[config.mk]
export PLATFORM = sky130hd
export DESIGN_NAME = stopwatch_time_core
export DESIGN_NICKNAME = d
export VERILOG_FILES = /design/src/rtl/stopwatch_time_core_pkg.sv /design/src/rtl/stopwatch_time_core_seg.sv /design/src/rtl/stopwatch_time_core.sv
export SDC_FILE = /design/constraint.sdc
export NUM_CORES = 1
export LEC_CHECK = 0
export CORE_MARGIN = 10
export CORE_UTILIZATION = 40
export CTS_CLUSTER_SIZE = 10
export DETAILED_ROUTE_END_ITERATION = 12
export REMOVE_ABC_BUFFERS = 1
export SLEW_MARGIN = 5
export SYNTH_ARGS = -nofsm -noshare
export SYNTH_HDL_FRONTEND = slang
export SYNTH_HIERARCHICAL = 1
export SYNTH_SLANG_ARGS = --single-unit
[constraint.sdc]
create_clock -name clk -period 5.55 [get_ports clk]
set_input_delay 1.3875 -clock clk [delete_from_list [all_inputs] [get_ports clk]]
set_output_delay 1.3875 -clock clk [all_outputs]
set_load 0.005 [all_outputs]
[src/rtl/stopwatch_time_core_pkg.sv]
// Shared stopwatch definitions: FSM states, digit limits, segment patterns.
// Used by the time core and the per-digit segment/pixel stages.
package stopwatch_time_core_pkg;

  typedef enum logic [1:0] {
    ST_IDLE  = 2'd0,
    ST_RUN   = 2'd1,
    ST_PAUSE = 2'd2
  } state_t;

  // Largest value a units digit / a minutes-or-seconds tens digit may hold
  localparam logic [3:0] DIGIT_MAX = 4'd9;
  localparam logic [3:0] TENS_MAX  = 4'd5;

  // Per-nibble limits of HH:MM:SS:CC, nibble 0 = centisecond units
  localparam logic [31:0] DIGIT_LIM = {
    DIGIT_MAX, DIGIT_MAX,
    TENS_MAX,  DIGIT_MAX,
    TENS_MAX,  DIGIT_MAX,
    DIGIT_MAX, DIGIT_MAX
  };

  // Button bit positions in the synchronizer vector
  localparam int BTN_SS  = 0;
  localparam int BTN_CLR = 1;
  localparam int BTN_LAP = 2;

  // Segment patterns, bit0 = a .. bit6 = g, active-high
  localparam logic [6:0] SEG_0     = 7'b0111111;
  localparam logic [6:0] SEG_1     = 7'b0000110;
  localparam logic [6:0] SEG_2     = 7'b1011011;
  localparam logic [6:0] SEG_3     = 7'b1001111;
  localparam logic [6:0] SEG_4     = 7'b1100110;
  localparam logic [6:0] SEG_5     = 7'b1101101;
  localparam logic [6:0] SEG_6     = 7'b1111101;
  localparam logic [6:0] SEG_7     = 7'b0000111;
  localparam logic [6:0] SEG_8     = 7'b1111111;
  localparam logic [6:0] SEG_9     = 7'b1101111;
  localparam logic [6:0] SEG_BLANK = 7'b0000000;

  // One BCD digit step: returns {carry_out, next_digit}.
  // Values at or above the limit roll to zero so a corrupted
  // digit can never get stuck outside its legal range.
  function automatic logic [4:0] bcd_digit_step(
    input logic [3:0] d,
    input logic [3:0] lim,
    input logic       cin
  );
    logic [4:0] r;
    if (!cin) begin
      r = {1'b0, d};
    end else if (d >= lim) begin
      r = {1'b1, 4'd0};
    end else begin
      r = {1'b0, d + 4'd1};
    end
    return r;
  endfunction

endpackage

[src/rtl/stopwatch_time_core_seg.sv]
// bcd_to_seven_seg: combinational BCD digit to 7-segment pattern.
// Codes 10..15 are shown blank.
module bcd_to_seven_seg
  import stopwatch_time_core_pkg::*;
(
  input  logic [3:0] i_bcd,
  output logic [6:0] o_seg
);

  // Digit lookup
  always_comb begin
    o_seg = SEG_BLANK;
    case (i_bcd)
      4'd0:    o_seg = SEG_0;
      4'd1:    o_seg = SEG_1;
      4'd2:    o_seg = SEG_2;
      4'd3:    o_seg = SEG_3;
      4'd4:    o_seg = SEG_4;
      4'd5:    o_seg = SEG_5;
      4'd6:    o_seg = SEG_6;
      4'd7:    o_seg = SEG_7;
      4'd8:    o_seg = SEG_8;
      4'd9:    o_seg = SEG_9;
      default: o_seg = SEG_BLANK;
    endcase
  end

endmodule

[src/rtl/stopwatch_time_core.sv]
// stopwatch_time_core: HH:MM:SS:CC BCD stopwatch with start/stop/clear.
// Define STOPWATCH_LAP_EN to add the lap-freeze display feature.
module stopwatch_time_core #(
  parameter int CLK_HZ  = 50000000,
  parameter int TICK_HZ = 100
) (
  input  logic        clk,
  input  logic        reset,
  input  logic        btn_start_stop,
  input  logic        btn_clear,
  input  logic        btn_lap,
  output logic [31:0] bcd,
  output logic [55:0] seg,
  output logic        running,
  output logic        wrap
);

  import stopwatch_time_core_pkg::*;

  localparam int DIV = CLK_HZ / TICK_HZ;
  localparam int PW  = (DIV > 2) ? $clog2(DIV) : 1;
  localparam logic [PW-1:0] PRE_MAX = PW'(DIV - 1);

`ifdef STOPWATCH_LAP_EN
  localparam int NB = 3;
  logic [NB-1:0] w_btn;
  assign w_btn = {btn_lap, btn_clear, btn_start_stop};
`else
  localparam int NB = 2;
  logic [NB-1:0] w_btn;
  logic          w_unused_lap;
  assign w_btn        = {btn_clear, btn_start_stop};
  assign w_unused_lap = btn_lap;
`endif

  logic [NB-1:0] r_meta;
  logic [NB-1:0] r_sync;
  logic [NB-1:0] r_hist;
  logic [NB-1:0] w_pulse;
  logic          w_ss;
  logic          w_clr_p;

  state_t        r_state;
  logic          r_running;
  logic [PW-1:0] r_pre;
  logic          w_tick;
  logic          w_clear;

  logic [31:0]   r_cnt;
  logic [31:0]   w_cnt_nxt;
  logic [4:0]    w_step;
  logic          w_cy;
  logic          w_roll;
  logic          r_wrap;

  logic [31:0]   w_bcd;
  logic [55:0]   w_seg;
  logic [55:0]   r_seg;

  // Two-flop synchronizer plus edge history for each button
  always_ff @(posedge clk or posedge reset) begin
    if (reset) begin
      r_meta <= '0;
      r_sync <= '0;
      r_hist <= '0;
    end else begin
      r_meta <= w_btn;
      r_sync <= r_meta;
      r_hist <= r_sync;
    end
  end

  assign w_pulse = r_sync & ~r_hist;
  assign w_ss    = w_pulse[BTN_SS];
  assign w_clr_p = w_pulse[BTN_CLR];

  // Clear only acts from PAUSE and then outranks start/stop
  assign w_clear = (r_state == ST_PAUSE) && w_clr_p;
  assign w_tick  = (r_state == ST_RUN) && (r_pre == PRE_MAX);

  // Control FSM; running follows the state it enters
  always_ff @(posedge clk or posedge reset) begin
    if (reset) begin
      r_state   <= ST_IDLE;
      r_running <= 1'b0;
    end else begin
      unique case (r_state)
        ST_IDLE: begin
          if (w_ss) begin
            r_state   <= ST_RUN;
            r_running <= 1'b1;
          end
        end
        ST_RUN: begin
          if (w_ss) begin
            r_state   <= ST_PAUSE;
            r_running <= 1'b0;
          end
        end
        ST_PAUSE: begin
          if (w_clr_p) begin
            r_state   <= ST_IDLE;
            r_running <= 1'b0;
          end else if (w_ss) begin
            r_state   <= ST_RUN;
            r_running <= 1'b1;
          end
        end
        default: begin
          r_state   <= ST_IDLE;
          r_running <= 1'b0;
        end
      endcase
    end
  end

  // Centisecond prescaler; holds its phase across PAUSE
  always_ff @(posedge clk or posedge reset) begin
    if (reset) begin
      r_pre <= '0;
    end else if (w_clear || (r_state == ST_IDLE)) begin
      r_pre <= '0;
    end else if (r_state == ST_RUN) begin
      if (r_pre == PRE_MAX) begin
        r_pre <= '0;
      end else begin
        r_pre <= r_pre + PW'(1);
      end
    end
  end

  // Ripple the tick through the eight BCD digits
  always_comb begin
    w_cy      = w_tick;
    w_cnt_nxt = r_cnt;
    w_step    = '0;
    for (int i = 0; i < 8; i++) begin
      w_step = bcd_digit_step(r_cnt[4*i +: 4],
                              DIGIT_LIM[4*i +: 4],
                              w_cy);
      w_cnt_nxt[4*i +: 4] = w_step[3:0];
      w_cy = w_step[4];
    end
    w_roll = w_cy;
  end

  // Time counter and full-rollover pulse
  always_ff @(posedge clk or posedge reset) begin
    if (reset) begin
      r_cnt  <= '0;
      r_wrap <= 1'b0;
    end else begin
      r_wrap <= w_tick & w_roll;
      if (w_clear) begin
        r_cnt <= '0;
      end else if (w_tick) begin
        r_cnt <= w_cnt_nxt;
      end
    end
  end

`ifdef STOPWATCH_LAP_EN
  logic        r_lap_on;
  logic [31:0] r_lap;

  // Lap hold: toggled by lap presses in RUN, dropped on leaving RUN
  always_ff @(posedge clk or posedge reset) begin
    if (reset) begin
      r_lap_on <= 1'b0;
      r_lap    <= '0;
    end else if ((r_state != ST_RUN) || w_ss) begin
      r_lap_on <= 1'b0;
    end else if (w_pulse[BTN_LAP]) begin
      if (r_lap_on) begin
        r_lap_on <= 1'b0;
      end else begin
        r_lap_on <= 1'b1;
        r_lap    <= r_cnt;
      end
    end
  end

  assign w_bcd = r_lap_on ? r_lap : r_cnt;
`else
  assign w_bcd = r_cnt;
`endif

  for (genvar k = 0; k < 8; k++) begin : g_seg
    bcd_to_seven_seg u_seg (
      .i_bcd (w_bcd[4*(7-k) +: 4]),
      .o_seg (w_seg[7*k +: 7])
    );
  end

  // Segment register, one cycle behind bcd
  always_ff @(posedge clk or posedge reset) begin
    if (reset) begin
      r_seg <= {8{SEG_0}};
    end else begin
      r_seg <= w_seg;
    end
  end

  assign bcd     = w_bcd;
  assign seg     = r_seg;
  assign running = r_running;
  assign wrap    = r_wrap;

endmodule
* Yosys cells after proc, flatten, opt, wreduce, memory -nomap -nowiden *
Memories as Yosys holds them, arrays and structs flattened. A register that Yosys moved wholly into a read port is not among the register bits.
Cells that the tools add are included.

storage, ports and cells
  bits in read-only memories = 896
  memories kept = 8
  logic and storage cells = 96
  output and inout bits = 90
  register bits = 61

memory list
  name             depth  bits a word  rd ports  clocked after Yosys merged registers in  wr ports  line                           source
  (no name shown)  16     7            1         1                                        0         stopwatch_time_core_seg.sv:13  case (i_bcd)
  (no name shown)  16     7            1         1                                        0         stopwatch_time_core_seg.sv:13
  (no name shown)  16     7            1         1                                        0         stopwatch_time_core_seg.sv:13
  (no name shown)  16     7            1         1                                        0         stopwatch_time_core_seg.sv:13
  (no name shown)  16     7            1         1                                        0         stopwatch_time_core_seg.sv:13
  (no name shown)  16     7            1         1                                        0         stopwatch_time_core_seg.sv:13
  +2 memories      -      -            -         -                                        -         -

cells by class
  muxes and demuxes = 29
  magnitude comparators = 8
  bitwise operators = 3
  eq/ne operators = 4
  reduce and logical (&&, ||, !) cells = 20
  $add $sub $neg = 9

operators with widths
  cell                   count
  $mux 5                 16
  $mux 32                2
  $mux 19                3
  $add 4x1->4 const B    8
  $ge 4x4->1 const B     6
  $add 19x1->19 const B  1
  $eq 19x19->1 const B   1
  $reduce_bool 2->1      9
  $reduce_and 2->1       7
  $ge 4x3->1 const B     2
  $mux 2                 3
  $pmux 2 s3             1
  $mux 1                 3
  $pmux 1 s3             1
  $and 2x2->2            1
  $eq 2x1->1 const B     1
  $eq 2x2->1 const B     1
  $logic_and 1x1->1      2
  $logic_not 2->1        1
  $ne 2x2->1 const B     1
  $not 2->2              1
  $and 1x1->1            1
  $logic_or 1x1->1       1

* Logic depth before layout (Yosys ltp) *
  word-level depth = 12
  depth in mapped cells = 8

* By module *
Netlist, hierarchy kept.

by module, submodules not included
  module                                 area each (um^2)  cells each  times used
  stopwatch_time_core                    5079.9            453         1
  bcd_to_seven_seg (g_seg[0].u_seg ...)  201.4             26          6
  bcd_to_seven_seg (g_seg[1].u_seg ...)  219.0             28          2

* Least setup slack after synthesis *
OpenSTA, ideal clock, no wires.

  path kind = register to register
  start point = register r_cnt[1], in the netlist bcd[1]
  end point = register r_cnt[14], in the netlist bcd[14]
  path slack = 3.083 ns
  library setup time = 0.078 ns
  arrival = 2.389 ns
  cell stages (with the launch flop) = 9
  required time = 5.472 ns
  path through = dfrtp_1 inv_1 ha_1 or3b_2 nand4_1 or4_1 buf_2 or4b_1 a21oi_1

on the way
  cells in the longest elaborated chain, start to end = 7

RTL lines
  what                                line                           source
  start: declaration                  stopwatch_time_core.sv:49      logic [31:0] r_cnt;
  start signal: assignment            stopwatch_time_core.sv:157     r_cnt <= w_cnt_nxt;
  $ge 4x4->1                          stopwatch_time_core_pkg.sv:52  end else if (d >= lim) begin
  $mux 5                              stopwatch_time_core_pkg.sv:52
  $mux 5 (3 in a row)                 stopwatch_time_core_pkg.sv:50  if (!cin) begin
  $reduce_bool 2->1 (no source line)  -
  $reduce_and 2->1 (no source line)   -

Every way passes these cells. The select of a mux whose other input is x is not followed.
A chain may end at the register's enable or synchronous reset.

* Worst setup path in the final report *
  start point = register r_cnt[1], in the netlist bcd[1]
  end point = register r_cnt[18], in the netlist bcd[18]

on the way
  cells in the longest elaborated chain, start to end = 8

RTL lines
  what                                line
  $ge 4x4->1                          stopwatch_time_core_pkg.sv:52
  $mux 5                              stopwatch_time_core_pkg.sv:52
  $mux 5 (4 in a row)                 stopwatch_time_core_pkg.sv:50
  $reduce_bool 2->1 (no source line)  -
  $reduce_and 2->1 (no source line)   -

Every way passes these cells. The select of a mux whose other input is x is not followed.

==> results.md <==
* Worst Hold Endpoint: r_sync[1]
* Post-CTS setup repair buffer count at 0
* Top-level I/O count at 95
* Critical path class: reg -> reg
* FMAX at 300 MHz
* Maximum number of pins on one net before global-route repair at 79
* Required time reported for the critical path endpoint at 5.84 ns
* Part of the Yosys area used for sequential elements at 0.444
* Hold Crit Class: reg -> reg
* Initial DRT Pass Iterations at 4
* CP Data Arrival Time at 3.63 ns
* Via density per instance at 5.30
* Average instance area after synthesis at 10.1 um2
* Reg-to-reg slack, setup at 2.21 ns
* H-Tree Level Count at 4
* Die Height at 150 um
* Final HPWL from detailed placement at 11.2 mm
* Register area at 0.00299 mm2
* Seq pwr share at 0.420
* Gates resized, CTS repair at 0
* Initial Utilization at 0.407
* Count of mapped cells out of synthesis at 665
* X dimension of the die at 150 um
* Remaining global-route overflow at 0
* Antenna-violating nets left at 0
* Unrepaired setup endpoints after global routing: false
* Clock tree root driver cell: clkbuf_16
* Proportion of register bits with asynchronous set or reset after synthesis at 1.00
* Number of distinct library cell variants in the gate-level netlist after synthesis at 64
* Minimum clock period after layout at 3.34 ns
* Number of enable flip-flop cells after synthesis at 0
* Worst setup EP type: flop
* Inserted Diodes at 0
* DRC violation total after the first TritonRoute iteration at 260
* Internal power consumption at 1650 uW
* Count of final hold-check violations at 0
* Wirelength per Cell at 15.5 um
* Logic pwr share at 0.055
* Share of layout cells above drive strength 1 at 0.167
* Setup violation total in the final timing report at 0
* Total number of yosys warnings at 6
* Min-Delay Path Depth at 0
* Overall global routing resource usage at 0.139
* #FFs+latches synth at 117
* Leading cell type in the layout, fill and taps excluded: clkdlybuf4s50_1
* Die area at 0.0224 mm2
* Wire length of the first global-routing pass at 25.6 mm
* Number of violations of the max-capacitance limit at 0
* Port Buf Inserts at 93
* Top_reg_cell synth: dfrtp_1
* Setup TNS at 0 ns
* Clk pwr share at 0.526
* Max FO, Critical Path at 11
* Via count of the first global-routing pass at 5210
* Final standard cell area without fillers at 0.00847 mm2
* Quantity of hold-fixing buffers added after cts at 0
* Number of sinks handled by clock tree synthesis at 117
* CTS Buf Count at 17
* Power spent charging and discharging nets at 480 uW
* Number of fill cells in the layout at 1454
* CORE AREA at 0.0165 mm2
* Total placed instance area at 0.00786 mm2
* Routability Congestion at 0.831
* Clock edge transition at the registers on the reported setup and hold paths at 0.06 ns
* Beginning of the worst hold path: r_meta[1]
* Outcome: complete, no violations
* Transition time at the pin with the least slew margin at 1.28 ns
* Leakage power of the design at 0.00345 uW
* Number of DRC violations after detailed routing at 0
* Crit Reg-Reg Startpoint: bcd[1]
* Type of element launching the critical path: flop
* Critical R2R Capture: bcd[18]
* Clock tree from TritonCTS: built
* Fraction of power spent switching nets at 0.225
* Largest vdd supply drop at 0.211 mV
* Vias after detailed routing at 5273
* Worst setup slack after placement at 2.32 ns
* Largest clock skew in the final design at 0.0116 ns
* Final worst setup slack at 2.21 ns
* Clock latency of the later-clocked register in the worst-skew pair at 0.42 ns
* Total standard cell area after synthesis at 0.00673 mm2
* Areal power density over the cells at 252 mW/mm2
* Final clock period utilization by the worst path at 0.602
* Area of combinational cells with multiple inputs at 0.00340 mm2
* Most used cells in the layout excluding fill and tap cells: 93 x clkdlybuf4s50_1, 73 x ha_1, 69 x dfrtp_1
* Routed wire length at 15.4 mm
* Cell count of the worst reg-to-reg path at 7
* Number of rows in the core area at 47
* NumNets Final at 839
* Syn-to-layout area delta at 25.9%
* Rel. slew slack at 0.142
* Max-slew violation count at 0
* Maximum buffer depth of the clock tree at 2
* Antenna violations before repair at 0
Yosys cell counts, types with 8 or more instances:
library cell	instances	area, um2
dfstp_2	48	1260
nand2_1	51	191
mux2i_1	8	80.1
a21oi_1	35	175
o21ai_0	52	260
nand3_1	29	145
clkbuf_1	14	52.6
o22ai_1	16	100
nand4_1	10	62.6
xnor2_1	8	70.1
nor2_1	27	101
a31oi_1	10	62.6
nor3_1	9	45.0
ha_1	73	913
a22o_1	9	78.8
a21o_1	9	67.6
inv_1	61	229
dfrtp_1	69	1730
per-layer routing:
metal	part of all wire	global-route usage	up-vias
met3	0.053	0.0402	21
met4	0.013	0.0486	0
met1	0.43	0.165	2573
li1	-	-	2558
met5	0	0	-
met2	0.50	0.234	121
power groups by stage:
stage                     clock (uW)  combinational, uW  sequential [uW]
after floorplan                    0               78.7              902
after global routing            1190                133              898
after detailed placement           0                118              908
after global placement             0                116              906
final                           1120                117              894
after CTS                       1150                119              894
area by class of cell:
cell class                      count  share of cell area
Multi-Input combinational cell    465               0.402
Sequential cell                   117               0.353
Timing Repair Buffer               97               0.113
Clock buffer                       23              0.0565
Tap cell                          220              0.0325
Inverter                           63              0.0282
Clock inverter                      9              0.0149
worst max-delay path, stage by stage, from the launching register on:
cell	delay [ns]
dfrtp_1	0.60
inv_1	0.13
ha_1	0.21
or3b_2	0.21
nand4_1	0.21
nor3_1	1.09
a31oi_1	0.39
a211o_1	0.38
cell families (layout without fill, tap and decap cells):
family	after synthesis	count (layout)	share of synthesized area
DFF	117	117	0.444
muxes	9	9	0.0136
adders and majority gates	73	73	0.136
xor gates and xnor gates	8	8	0.0104
AOI/OAI and AO/OA	181	181	0.177
buffers and inverters	83	192	0.0512
and+or+nand+nor	194	194	0.168
registers in the layout, summed over array words and instances (netlist names):
name     cells
seg         56
bcd         32
r_pre       19
r_hist       2
r_meta       2
r_state      2
r_sync       2
running      1
wrap         1
per-stage QoR:
step,power (uW),hold slack [ns],utilization,std cells
floorplan,980,0.331,-,645
detailed placement,1030,0.337,0.476,962
global route,2220,0.367,0.512,994
global placement,1020,0.335,0.476,962
finish,2130,0.349,0.512,994
CTS,2160,0.350,0.512,994
worst max-delay path by stage:
stage | startpoint | to | slack, ns | cells past startpoint
after floorplan | reset | bcd[0] | 1.14 | 1
after global placement | bcd[5] | bcd[18] | 2.43 | 7
after detailed placement | bcd[1] | bcd[18] | 2.32 | 7
after CTS | bcd[1] | bcd[18] | 2.29 | 7
after global routing | bcd[5] | bcd[18] | 2.04 | 7
final | bcd[1] | bcd[18] | 2.21 | 7
(Power assumes the default switching activity.)
